File: config.mk
export PLATFORM = sky130hd
export DESIGN_NAME = cluster_slot_packer_flat
export DESIGN_NICKNAME = d
export VERILOG_FILES = /design/src/rtl/cluster_slot_packer_if.sv /design/src/rtl/cluster_slot_packer.sv /design/src/flat_wrapper.sv
export SDC_FILE = /design/constraint.sdc
export NUM_CORES = 1
export LEC_CHECK = 0
export ABC_AREA = 0
export CORE_MARGIN = 1
export CORE_UTILIZATION = 55
export DETAILED_ROUTE_END_ITERATION = 7
export PLACE_DENSITY = 0.9
export SLEW_MARGIN = 25
export SYNTH_ARGS = -nofsm -noshare
export SYNTH_HDL_FRONTEND = slang
export SYNTH_SLANG_ARGS = --single-unit
File: constraint.sdc
create_clock -name clk_160 -period 9.29 [get_ports clk_160]
set_input_delay 2.3225 -clock clk_160 [delete_from_list [all_inputs] [get_ports clk_160]]
set_output_delay 2.3225 -clock clk_160 [all_outputs]
set_load 0.01 [all_outputs]
File: src/rtl/cluster_slot_packer_if.sv
// Bus between the cluster finder, the slot packer and the trigger link logic.
// Carries ovf_count only when CLUSTER_PACKER_OVF_COUNTER_EN is defined.
interface cluster_slot_packer_if;
  logic        bx_strobe;
  logic [13:0] clst_a;
  logic        clst_a_vld;
  logic [13:0] clst_b;
  logic        clst_b_vld;
  logic [13:0] cluster0;
  logic [13:0] cluster1;
  logic [13:0] cluster2;
  logic [13:0] cluster3;
  logic [13:0] cluster4;
  logic [13:0] cluster5;
  logic [13:0] cluster6;
  logic [13:0] cluster7;
  logic        overflow;
  logic        frame_strobe;
`ifdef CLUSTER_PACKER_OVF_COUNTER_EN
  logic [15:0] ovf_count;
`endif

  modport master (
`ifdef CLUSTER_PACKER_OVF_COUNTER_EN
    input  ovf_count,
`endif
    output bx_strobe, clst_a, clst_a_vld, clst_b, clst_b_vld,
    input  cluster0, cluster1, cluster2, cluster3,
    input  cluster4, cluster5, cluster6, cluster7,
    input  overflow, frame_strobe
  );

  modport slave (
`ifdef CLUSTER_PACKER_OVF_COUNTER_EN
    output ovf_count,
`endif
    input  bx_strobe, clst_a, clst_a_vld, clst_b, clst_b_vld,
    output cluster0, cluster1, cluster2, cluster3,
    output cluster4, cluster5, cluster6, cluster7,
    output overflow, frame_strobe
  );
endinterface

File: src/rtl/cluster_slot_packer.sv
// Packs up to two cluster candidates per clk_160 cycle into eight slots per BX window.
// Optional saturating overflow-window counter: define CLUSTER_PACKER_OVF_COUNTER_EN.
module cluster_slot_packer #(
  parameter int         NSLOTS      = 8,
  parameter logic [10:0] INVALID_ADR = 11'h7FE
) (
  input  logic                 clk_160,
  input  logic                 reset,
  cluster_slot_packer_if.slave bus
);
  localparam int DATA_W = 14;
  localparam logic [DATA_W-1:0] EMPTY = {3'b000, INVALID_ADR};
  localparam logic [3:0] FULL = 4'(NSLOTS);

  typedef enum logic {IDLE, RUN} state_t;

  function automatic logic qualify(input logic vld, input logic [DATA_W-1:0] c);
    return vld && (c[10:0] < 11'h7FE);
  endfunction

`ifdef CLUSTER_PACKER_OVF_COUNTER_EN
  function automatic logic [15:0] sat_inc16(input logic [15:0] v);
    return (v == 16'hFFFF) ? v : v + 16'd1;
  endfunction
`endif

  logic [DATA_W-1:0] acc_p0 [NSLOTS];
  logic [DATA_W-1:0] acc_nx [NSLOTS];
  logic [3:0]        fill_p0, fill_nx;
  logic              ovf_acc_p0, ovf_acc_nx;
  logic              take_a, take_b;

  logic [DATA_W-1:0] slot_p1 [NSLOTS];
  logic              overflow_p1;
  logic              frame_p1;

  state_t state_q, state_d;
  logic   frame_d;

  // Stage p0: the strobe restarts the window before this cycle's candidates are placed
  always_comb begin
    take_a = qualify(bus.clst_a_vld, bus.clst_a);
    take_b = qualify(bus.clst_b_vld, bus.clst_b);
    for (int i = 0; i < NSLOTS; i++) acc_nx[i] = bus.bx_strobe ? EMPTY : acc_p0[i];
    fill_nx    = bus.bx_strobe ? 4'd0 : fill_p0;
    ovf_acc_nx = bus.bx_strobe ? 1'b0 : ovf_acc_p0;
    if (take_a) begin
      if (fill_nx < FULL) begin
        acc_nx[fill_nx[2:0]] = bus.clst_a;
        fill_nx = fill_nx + 4'd1;
      end else begin
        ovf_acc_nx = 1'b1;
      end
    end
    if (take_b) begin
      if (fill_nx < FULL) begin
        acc_nx[fill_nx[2:0]] = bus.clst_b;
        fill_nx = fill_nx + 4'd1;
      end else begin
        ovf_acc_nx = 1'b1;
      end
    end
  end

  always_ff @(posedge clk_160 or posedge reset) begin
    if (reset) begin
      for (int i = 0; i < NSLOTS; i++) acc_p0[i] <= EMPTY;
      fill_p0    <= 4'd0;
      ovf_acc_p0 <= 1'b0;
    end else begin
      for (int i = 0; i < NSLOTS; i++) acc_p0[i] <= acc_nx[i];
      fill_p0    <= fill_nx;
      ovf_acc_p0 <= ovf_acc_nx;
    end
  end

  always_comb begin
    state_d = state_q;
    frame_d = 1'b0;
    case (state_q)
      IDLE:    if (bus.bx_strobe) state_d = RUN;
      RUN:     frame_d = bus.bx_strobe;
      default: state_d = IDLE;
    endcase
  end

  always_ff @(posedge clk_160 or posedge reset) begin
    if (reset) state_q <= IDLE;
    else       state_q <= state_d;
  end

  // Stage p1: published slots, held stable until the next strobe
  always_ff @(posedge clk_160 or posedge reset) begin
    if (reset) begin
      for (int i = 0; i < NSLOTS; i++) slot_p1[i] <= EMPTY;
      overflow_p1 <= 1'b0;
      frame_p1    <= 1'b0;
    end else begin
      frame_p1 <= frame_d;
      if (bus.bx_strobe) begin
        for (int i = 0; i < NSLOTS; i++) slot_p1[i] <= acc_p0[i];
        overflow_p1 <= ovf_acc_p0;
      end
    end
  end

`ifdef CLUSTER_PACKER_OVF_COUNTER_EN
  logic [15:0] ovf_cnt_p1;

  always_ff @(posedge clk_160 or posedge reset) begin
    if (reset)                           ovf_cnt_p1 <= 16'd0;
    else if (bus.bx_strobe && ovf_acc_p0) ovf_cnt_p1 <= sat_inc16(ovf_cnt_p1);
  end

  assign bus.ovf_count = ovf_cnt_p1;
`endif

  assign bus.cluster0     = slot_p1[0];
  assign bus.cluster1     = slot_p1[1];
  assign bus.cluster2     = slot_p1[2];
  assign bus.cluster3     = slot_p1[3];
  assign bus.cluster4     = slot_p1[4];
  assign bus.cluster5     = slot_p1[5];
  assign bus.cluster6     = slot_p1[6];
  assign bus.cluster7     = slot_p1[7];
  assign bus.overflow     = overflow_p1;
  assign bus.frame_strobe = frame_p1;
endmodule

File: src/flat_wrapper.sv
// flat-port wrapper written by rule: the top's interface ports become plain ports
module cluster_slot_packer_flat 
#(
  parameter int         NSLOTS      = 8,
  parameter logic [10:0] INVALID_ADR = 11'h7FE
)
  (clk_160, reset, bus_bx_strobe, bus_clst_a, bus_clst_a_vld, bus_clst_b, bus_clst_b_vld, bus_cluster0, bus_cluster1, bus_cluster2, bus_cluster3, bus_cluster4, bus_cluster5, bus_cluster6, bus_cluster7, bus_overflow, bus_frame_strobe);
  cluster_slot_packer_if bus_i ();
  input  logic clk_160;
  input  logic reset;
  input wire logic [$bits(bus_i.bx_strobe)-1:0] bus_bx_strobe;
  input wire logic [$bits(bus_i.clst_a)-1:0] bus_clst_a;
  input wire logic [$bits(bus_i.clst_a_vld)-1:0] bus_clst_a_vld;
  input wire logic [$bits(bus_i.clst_b)-1:0] bus_clst_b;
  input wire logic [$bits(bus_i.clst_b_vld)-1:0] bus_clst_b_vld;
  output wire logic [$bits(bus_i.cluster0)-1:0] bus_cluster0;
  output wire logic [$bits(bus_i.cluster1)-1:0] bus_cluster1;
  output wire logic [$bits(bus_i.cluster2)-1:0] bus_cluster2;
  output wire logic [$bits(bus_i.cluster3)-1:0] bus_cluster3;
  output wire logic [$bits(bus_i.cluster4)-1:0] bus_cluster4;
  output wire logic [$bits(bus_i.cluster5)-1:0] bus_cluster5;
  output wire logic [$bits(bus_i.cluster6)-1:0] bus_cluster6;
  output wire logic [$bits(bus_i.cluster7)-1:0] bus_cluster7;
  output wire logic [$bits(bus_i.overflow)-1:0] bus_overflow;
  output wire logic [$bits(bus_i.frame_strobe)-1:0] bus_frame_strobe;
  assign bus_i.bx_strobe = bus_bx_strobe;
  assign bus_i.clst_a = bus_clst_a;
  assign bus_i.clst_a_vld = bus_clst_a_vld;
  assign bus_i.clst_b = bus_clst_b;
  assign bus_i.clst_b_vld = bus_clst_b_vld;
  assign bus_cluster0 = bus_i.cluster0;
  assign bus_cluster1 = bus_i.cluster1;
  assign bus_cluster2 = bus_i.cluster2;
  assign bus_cluster3 = bus_i.cluster3;
  assign bus_cluster4 = bus_i.cluster4;
  assign bus_cluster5 = bus_i.cluster5;
  assign bus_cluster6 = bus_i.cluster6;
  assign bus_cluster7 = bus_i.cluster7;
  assign bus_overflow = bus_i.overflow;
  assign bus_frame_strobe = bus_i.frame_strobe;
  cluster_slot_packer #(.NSLOTS(NSLOTS), .INVALID_ADR(INVALID_ADR)) u_core (.clk_160(clk_160), .reset(reset), .bus(bus_i));
endmodule
# After elaboration in Yosys (flattened, before gate mapping)

Cells that the tools add are included.

Register bits after elaboration: 232
Output and inout port bits: 114

Add/subtract/negate cells: 2
Magnitude comparators: 8
Mux-type cells: 31
Bitwise operators: 2
Reduce and logical (&&, ||, !) cells: 4

Operators by type and width:

| kind                   | number |
|---|---|
| $mux W112              | 4 |
| $bwmux W112            | 2 |
| $mux W14               | 10 |
| $demux W14 S3          | 2 |
| $lt A11 B11 Y1 const B | 2 |
| $mux W4                | 5 |
| $add A4 B1 Y4 const B  | 2 |
| $ge A4 B4 Y1 const B   | 2 |
| $lt A4 B1 Y1 const B   | 2 |
| $lt A4 B4 Y1 const B   | 2 |
| $mux W1                | 8 |
| $not A3 Y4             | 2 |
| $logic_and A1 B1 Y1    | 4 |

# Logic depth before layout (Yosys ltp)

Gate-level depths: netlist (run 1).

Depth in word-level cells: 12
Gate-level depth with buffers: 9

# Worst setup path after synthesis (run 1)

No wires, ideal clock.

Path kind: input -> register
Start: input bus_bx_strobe
End: register u_core.acc_p0[25] (netlist bit)
Data arrival time: 4.255 ns
Data required time: 9.165 ns
Setup slack: 4.910 ns
Stages: 9
Buffers on the path: 2
Cells stage by stage: buf_4 > nand2b_1 > inv_1 > ha_1 > inv_1 > nor3_1 > o211ai_2 > buf_2 > mux2_2

RTL lines:

| item               | line                      | RTL |
|---|---|---|
| start: declaration | flat_wrapper.sv:11        | `input wire logic [$bits(bus_i.bx_strobe)-1:0] bus_bx_strobe;` |
| end: declaration   | cluster_slot_packer.sv:27 | `logic [DATA_W-1:0] acc_p0 [NSLOTS];` |

==> results of run 1 <==
[Yosys cell counts (3+ instances only)]
| cell type | count | area share (%) |
|---|---|---|
| a21oi_1 | 3 | 0.14 |
| buf_1 | 3 | 0.10 |
| buf_2 | 16 | 0.73 |
| clkbuf_1 | 31 | 1.1 |
| dfrtp_1 | 72 | 16 |
| dfstp_2 | 160 | 38 |
| inv_1 | 13 | 0.44 |
| mux2_1 | 9 | 0.92 |
| mux2_2 | 245 | 25 |
| mux2i_1 | 74 | 6.7 |
| nand2_1 | 6 | 0.21 |
| nand2b_1 | 10 | 0.57 |
| nand3_1 | 16 | 0.73 |
| nand4_1 | 5 | 0.28 |
| nand4_2 | 4 | 0.46 |
| nor2_1 | 85 | 2.9 |
| nor2b_1 | 31 | 1.8 |
| o211ai_2 | 4 | 0.46 |
| o21ai_0 | 16 | 0.73 |
| xnor2_1 | 4 | 0.32 |
[worst max-delay path, stage by stage]
cell and delay (ns):
clkbuf_8 0.56, nor2b_1 0.28, and3_1 0.52, a211oi_4 0.66, nand4_2 0.60, mux2_1 0.51
[area by class of cell]
cell class,count,area share (%)
clock buffer,36,5.386
clock inverter,8,1.038
inverter,13,0.4542
multi-input combinational,532,34.90
sequential,232,44.49
tap,265,2.456
timing repair buffer,153,11.27
[cell families (layout without fill, tap and decap cells)]
kind of cell / after synthesis / count (layout) / synth area share [%]
compound gates: 31 / 31 / 2.039
xor+xnor: 5 / 5 / 0.3987
fa+ha+maj: 1 / 1 / 0.1139
buf+inv: 65 / 210 / 2.472
flops: 232 / 232 / 54.68
mux: 328 / 328 / 32.79
simple gates: 167 / 167 / 7.508
[state kept, by name, indices dropped and copies added, names as in the netlist]
| signal | flops |
|---|---|
| u_core.bus.overflow | 1 |
| u_core.bus.cluster3 | 14 |
| u_core.bus.frame_strobe | 1 |
| u_core.bus.cluster0 | 14 |
| u_core.bus.cluster2 | 14 |
| u_core.bus.cluster1 | 14 |
| u_core.state_q | 1 |
| u_core.bus.cluster4 | 14 |
| u_core.ovf_acc_p0 | 1 |
| u_core.acc_p0 | 112 |
| u_core.bus.cluster7 | 14 |
| u_core.fill_p0 | 4 |
| u_core.bus.cluster5 | 14 |
| u_core.bus.cluster6 | 14 |
[where the power goes]
| part | switching [W] | total (W) | internal (W) |
|---|---|---|---|
| Combinational | 0.000350 | 0.000821 | 0.000471 |
| Clock | 0.000388 | 0.00104 | 0.000650 |
| Sequential | 0.000145 | 0.00149 | 0.00134 |
[through the flow]
stage / utilization (%) / hold WS, ns
5_1_grt: 69.13 / 0.4717
3_5_place_dp: 64.64 / 0.4422
4_1_cts: 69.08 / 0.4576
6_report: 69.13 / 0.4565
3_3_place_gp: 64.64 / 0.4414
2_1_floorplan: - / 0.4280
[layer usage]
metal | up-vias | share of wire, % | global-route usage (%)
met1 | 3636 | 44 | 35.86
li1 | 3169 | - | -
met5 | - | 0 | 0
met2 | 274 | 48 | 41.75
met4 | 0 | 2.5 | 9.406
met3 | 53 | 6.1 | 4.132
[worst max path at each step]
stage	from	to	cells after the start
6_report	bus_bx_strobe	u_core.acc_p0[108]	6
3_5_place_dp	bus_bx_strobe	u_core.acc_p0[69]	6
5_1_grt	bus_bx_strobe	u_core.acc_p0[66]	6
4_1_cts	bus_bx_strobe	u_core.acc_p0[66]	6
3_3_place_gp	bus_bx_strobe	u_core.acc_p0[68]	6
2_1_floorplan	reset	u_core.acc_p0[0]	1
==> impl_metrics.ini, run 1 <==
[worst_setup_path]
worstPathRequired_ns = 9.72
path_class = in2reg
regToRegStartpoint = u_core.fill_p0[1]
reg2reg_slack_ns = 6.29
crit_arrival_ns = 5.54
end_kind = flop
critical_path.startpoint_type = input port
path_max_fanout = 116
r2r_cells = 5
r2r-end = u_core.acc_p0[108]

[sta]
setup_viol = 0
worstMarginPinSlew_ns = 1.033
fin_crit_sh_pct = 54.99
slew_violations = 0
skew_ns = 0.01097
rsz0062_at_grt = false
fin_tns_setup_ns = 0
finalWorstSetupSlack_ns = 4.182
hold_viol = 0
slew_headroom_pct = 30.92
fmax_ghz = 0.1958
fin_crit_ns = 5.108

[synthesis]
synth_nets = 863
ys.warnings.count = 0
netlist_instances = 829
synth_ff_type = dfstp_2
synth-seq-area-share_pct = 54.68
postSynth.asyncResetShare_pct = 100.0
ys_seq_elements = 232
synth_area_per_cell_um2 = 13.25
synth_edf_count = 0
ys_types = 36
netlist_area_mm2 = 0.01098

[power_and_ir_drop]
p_leak_nw = 5.742
finalPower_w = 0.003345
peakVddDrop_uv = 168.9
power.density_mw_per_mm2 = 247.8

[clock_network]
cts_buffer_depth = 3
root_buffer = clkbuf_16
cts_tree = done
cts_hold_buf = 0
htree_levels = 1
clk_latency_ns = 0.51
cts_setup_buffers = 0
clkTransAtPathRegs_ns = 0.06
post_cts_resized = 0
numCtsBuffers = 24
clkSinkCount = 232

[floorplan]
die_w_um = 143.3
design.die.area_mm2 = 0.02054
row_count = 51
core_mm2 = 0.01953
die_y_um = 143.3
start_util_pct = 56.25
ios = 147

[global_routing]
antenna_found_initial = 0
grt_pass1_vias = 7359
grt_max_degree = 153
grt_pass1_wl_mm = 40.83
grt-ovfl-total = 0
grt_use_total_pct = 25.99

[routing]
wirelength_mm = 25.97
drc_errors = 0
antenna_left = 0
dr.pass1.iters = 5
viasPerCell = 5.756
routedWlPerCell_um = 20.96
first_iter_violations = 464
via_count = 7132

[final_layout]
diodes = 0
seq_area_mm2 = 0.006006
final_nets = 990
n_fill_cell = 1350
final_cell_mix = mux2_2 (245), dfstp_2 (160), clkdlybuf4s50_1 (145), nor2_1 (85), mux2i_1 (74)
multi_input_area_mm2 = 0.004711
mostFrequentLayoutCell = mux2_2
synthToLayoutAreaGrowth_pct = 22.90
fin_cells = 1239
final_area_mm2 = 0.01350
final_layout_size_suffix_gt1_share_pct = 47.64

[placed_design]
pre_cts_ws_ns = 3.658
hpwl_mm = 16.35
dpl_cell_area_mm2 = 0.01262
routabilityCongestion = 0.8717
dpl.cell_count = 1195
port_buffers = 146

[job]
maxCapViolCount = 0

[min_path]
worstHoldEndpoint = u_core.state_q
min_delay_path_depth = 1
hold_path.class = reg2reg
holdCritStartpoint = u_core.state_q

[status]
status = finished clean
No activity file was read; power rests on OpenSTA's default activity.
==> inputs of run 2 (changes only) <==
Settings changed: CORE_UTILIZATION 55 to 50, PLACE_DENSITY 0.9 to 0.86.
Clock period 9.29 ns to 4.25 ns, I/O delays scaled along.
==> impl_metrics.ini, run 2 (synthesis gave the netlist of run 1 again) <==
[power_and_ir_drop]
p_sw_share_pct = 26.57
p_leak_nw = 5.852
intPower_w = 0.005380
p_sw_w = 0.001946
power.density_mw_per_mm2 = 534.1
p_comb_share_pct = 24.8
peakVddDrop_uv = 334.7
p_seq_share_pct = 44.3
power_frac_clock_pct = 30.9

[job]
maxCapViolCount = 0

[sta]
skew_ns = 0.01045
rsz0062_at_grt = false
finalWorstSetupSlack_ns = 0.8309
fmax_ghz = 0.2925
slew_headroom_pct = 39.60
fin_crit_ns = 3.419
slew_violations = 0
hold_ws_ns = 0.4631
hold_viol = 0
fin_crit_sh_pct = 80.45
fin_tns_setup_ns = 0
worstMarginPinSlew_ns = 0.9033
setup_viol = 0

[final_layout]
final_cell_mix = mux2_2 (245), dfstp_2 (160), clkdlybuf4s50_1 (145), nor2_1 (85), mux2i_1 (74)
n_fill_cell = 1519
final_layout_size_suffix_gt1_share_pct = 48.69
diodes = 0
final_nets = 1011
top_register = u_core.acc_p0
synthToLayoutAreaGrowth_pct = 24.89
largest_register_ffs = 112
mostFrequentLayoutCell = mux2_2

[worst_setup_path]
crit_arrival_ns = 3.81
worstPathRequired_ns = 4.64
path_class = in2reg
path_max_fanout = 14
reg2reg_slack_ns = 1.44
end_kind = flop
critical_path.startpoint_type = input port

[global_routing]
grt_pass1_wl_mm = 41.23
grt_max_degree = 229
grt-ovfl-total = 0
antenna_found_initial = 0
grt_pass1_vias = 7186
grt_use_total_pct = 23.98

[floorplan]
core_mm2 = 0.02129
die_y_um = 150.2
die_w_um = 150.2
ios = 147
row_count = 53
start_util_pct = 51.60
design.die.area_mm2 = 0.02256

[routing]
viasPerCell = 5.659
antenna_left = 0
wirelength_mm = 26.60
via_count = 7181
routedWlPerCell_um = 20.96
first_iter_violations = 558
drc_errors = 0
dr.pass1.iters = 5

[placed_design]
port_buffers = 146
pre_cts_ws_ns = 0.3557
routabilityCongestion = 0.9025
hpwl_mm = 17.50

[clock_network]
cts_setup_buffers = 0
numCtsBuffers = 25
clkTransAtPathRegs_ns = 0.06
htree_levels = 1
cts_tree = done
cts_hold_buf = 0
clk_latency_ns = 0.52
cts_buffer_depth = 3
root_buffer = clkbuf_16
post_cts_resized = 0
clkSinkCount = 232

[min_path]
hold_path.class = reg2reg

[status]
status = finished clean
## run 2: cell count changes in the layout (fill, tap and decap cells not counted), sizes merged
cell      before  now
buf            7   27
bufinv         4    3
clkinv         5    3
clkinvlp       0    1
clkbuf        37   38
inv           12   13
## run 2: path summary, 6_finish.rpt
check | startpoint | endpoint | depth (start not counted)
worst max-delay path | bus_clst_a[9] | u_core.acc_p0[67] | 6
worst min-delay path | u_core.state_q | u_core.state_q | 1
worst max register to register | u_core.fill_p0[1] | u_core.acc_p0[34] | 6
worst min register to register | u_core.state_q | u_core.state_q | 1
max in group asynchronous | reset | u_core.bus.cluster4[2] | 3
min in group asynchronous | reset | u_core.acc_p0[81] | 2
## run 2: metal layers
metal	share of wire (%)	GRT usage (%)	wire (µm)	vias up
li1	-	-	-	3207
met1	45	34.36	11900	3647
met2	47	37.73	12380	275
met3	6.4	3.758	1701	52
met4	2.3	6.768	623	0
met5	0	0	0	-
## run 2: final cells by class
| type | count | area (µm²) | area share (%) |
|---|---|---|---|
| tap | 275 | 344.1 | 2.508 |
| clock buffer | 37 | 752.0 | 5.482 |
| inverter | 13 | 52.55 | 0.3831 |
| multi-input combinational | 532 | 4711 | 34.34 |
| timing repair buffer | 173 | 1738 | 12.67 |
| clock inverter | 7 | 113.9 | 0.8301 |
| sequential | 232 | 6006 | 43.78 |
## run 2: worst max-delay path: stages
cell	delay [ns]
clkdlybuf4s50_1	0.52
nand4_1	0.15
o31a_1	0.42
a211oi_4	0.58
nand4_2	0.59
mux2_2	0.48
## run 2: power by group through the flow
stage	Combinational (W)	Sequential, W	Clock (W)
after floorplan	0.000957	0.00328	0
after global placement	0.00176	0.00326	0
after detailed placement	0.00181	0.00327	0
after CTS	0.00183	0.00324	0.00230
after global routing	0.00195	0.00330	0.00240
final	0.00182	0.00324	0.00227
## run 2: stage by stage
stage	total power (W)	util [%]	instance area (µm²)	std cells
global route	0.007642	64.44	13720	1269
global placement	0.005016	60.24	12820	1224
detailed placement	0.005078	60.24	12820	1224
floorplan	0.004232	-	10990	829
finish	0.007326	64.44	13720	1269
CTS	0.007368	64.31	13690	1268
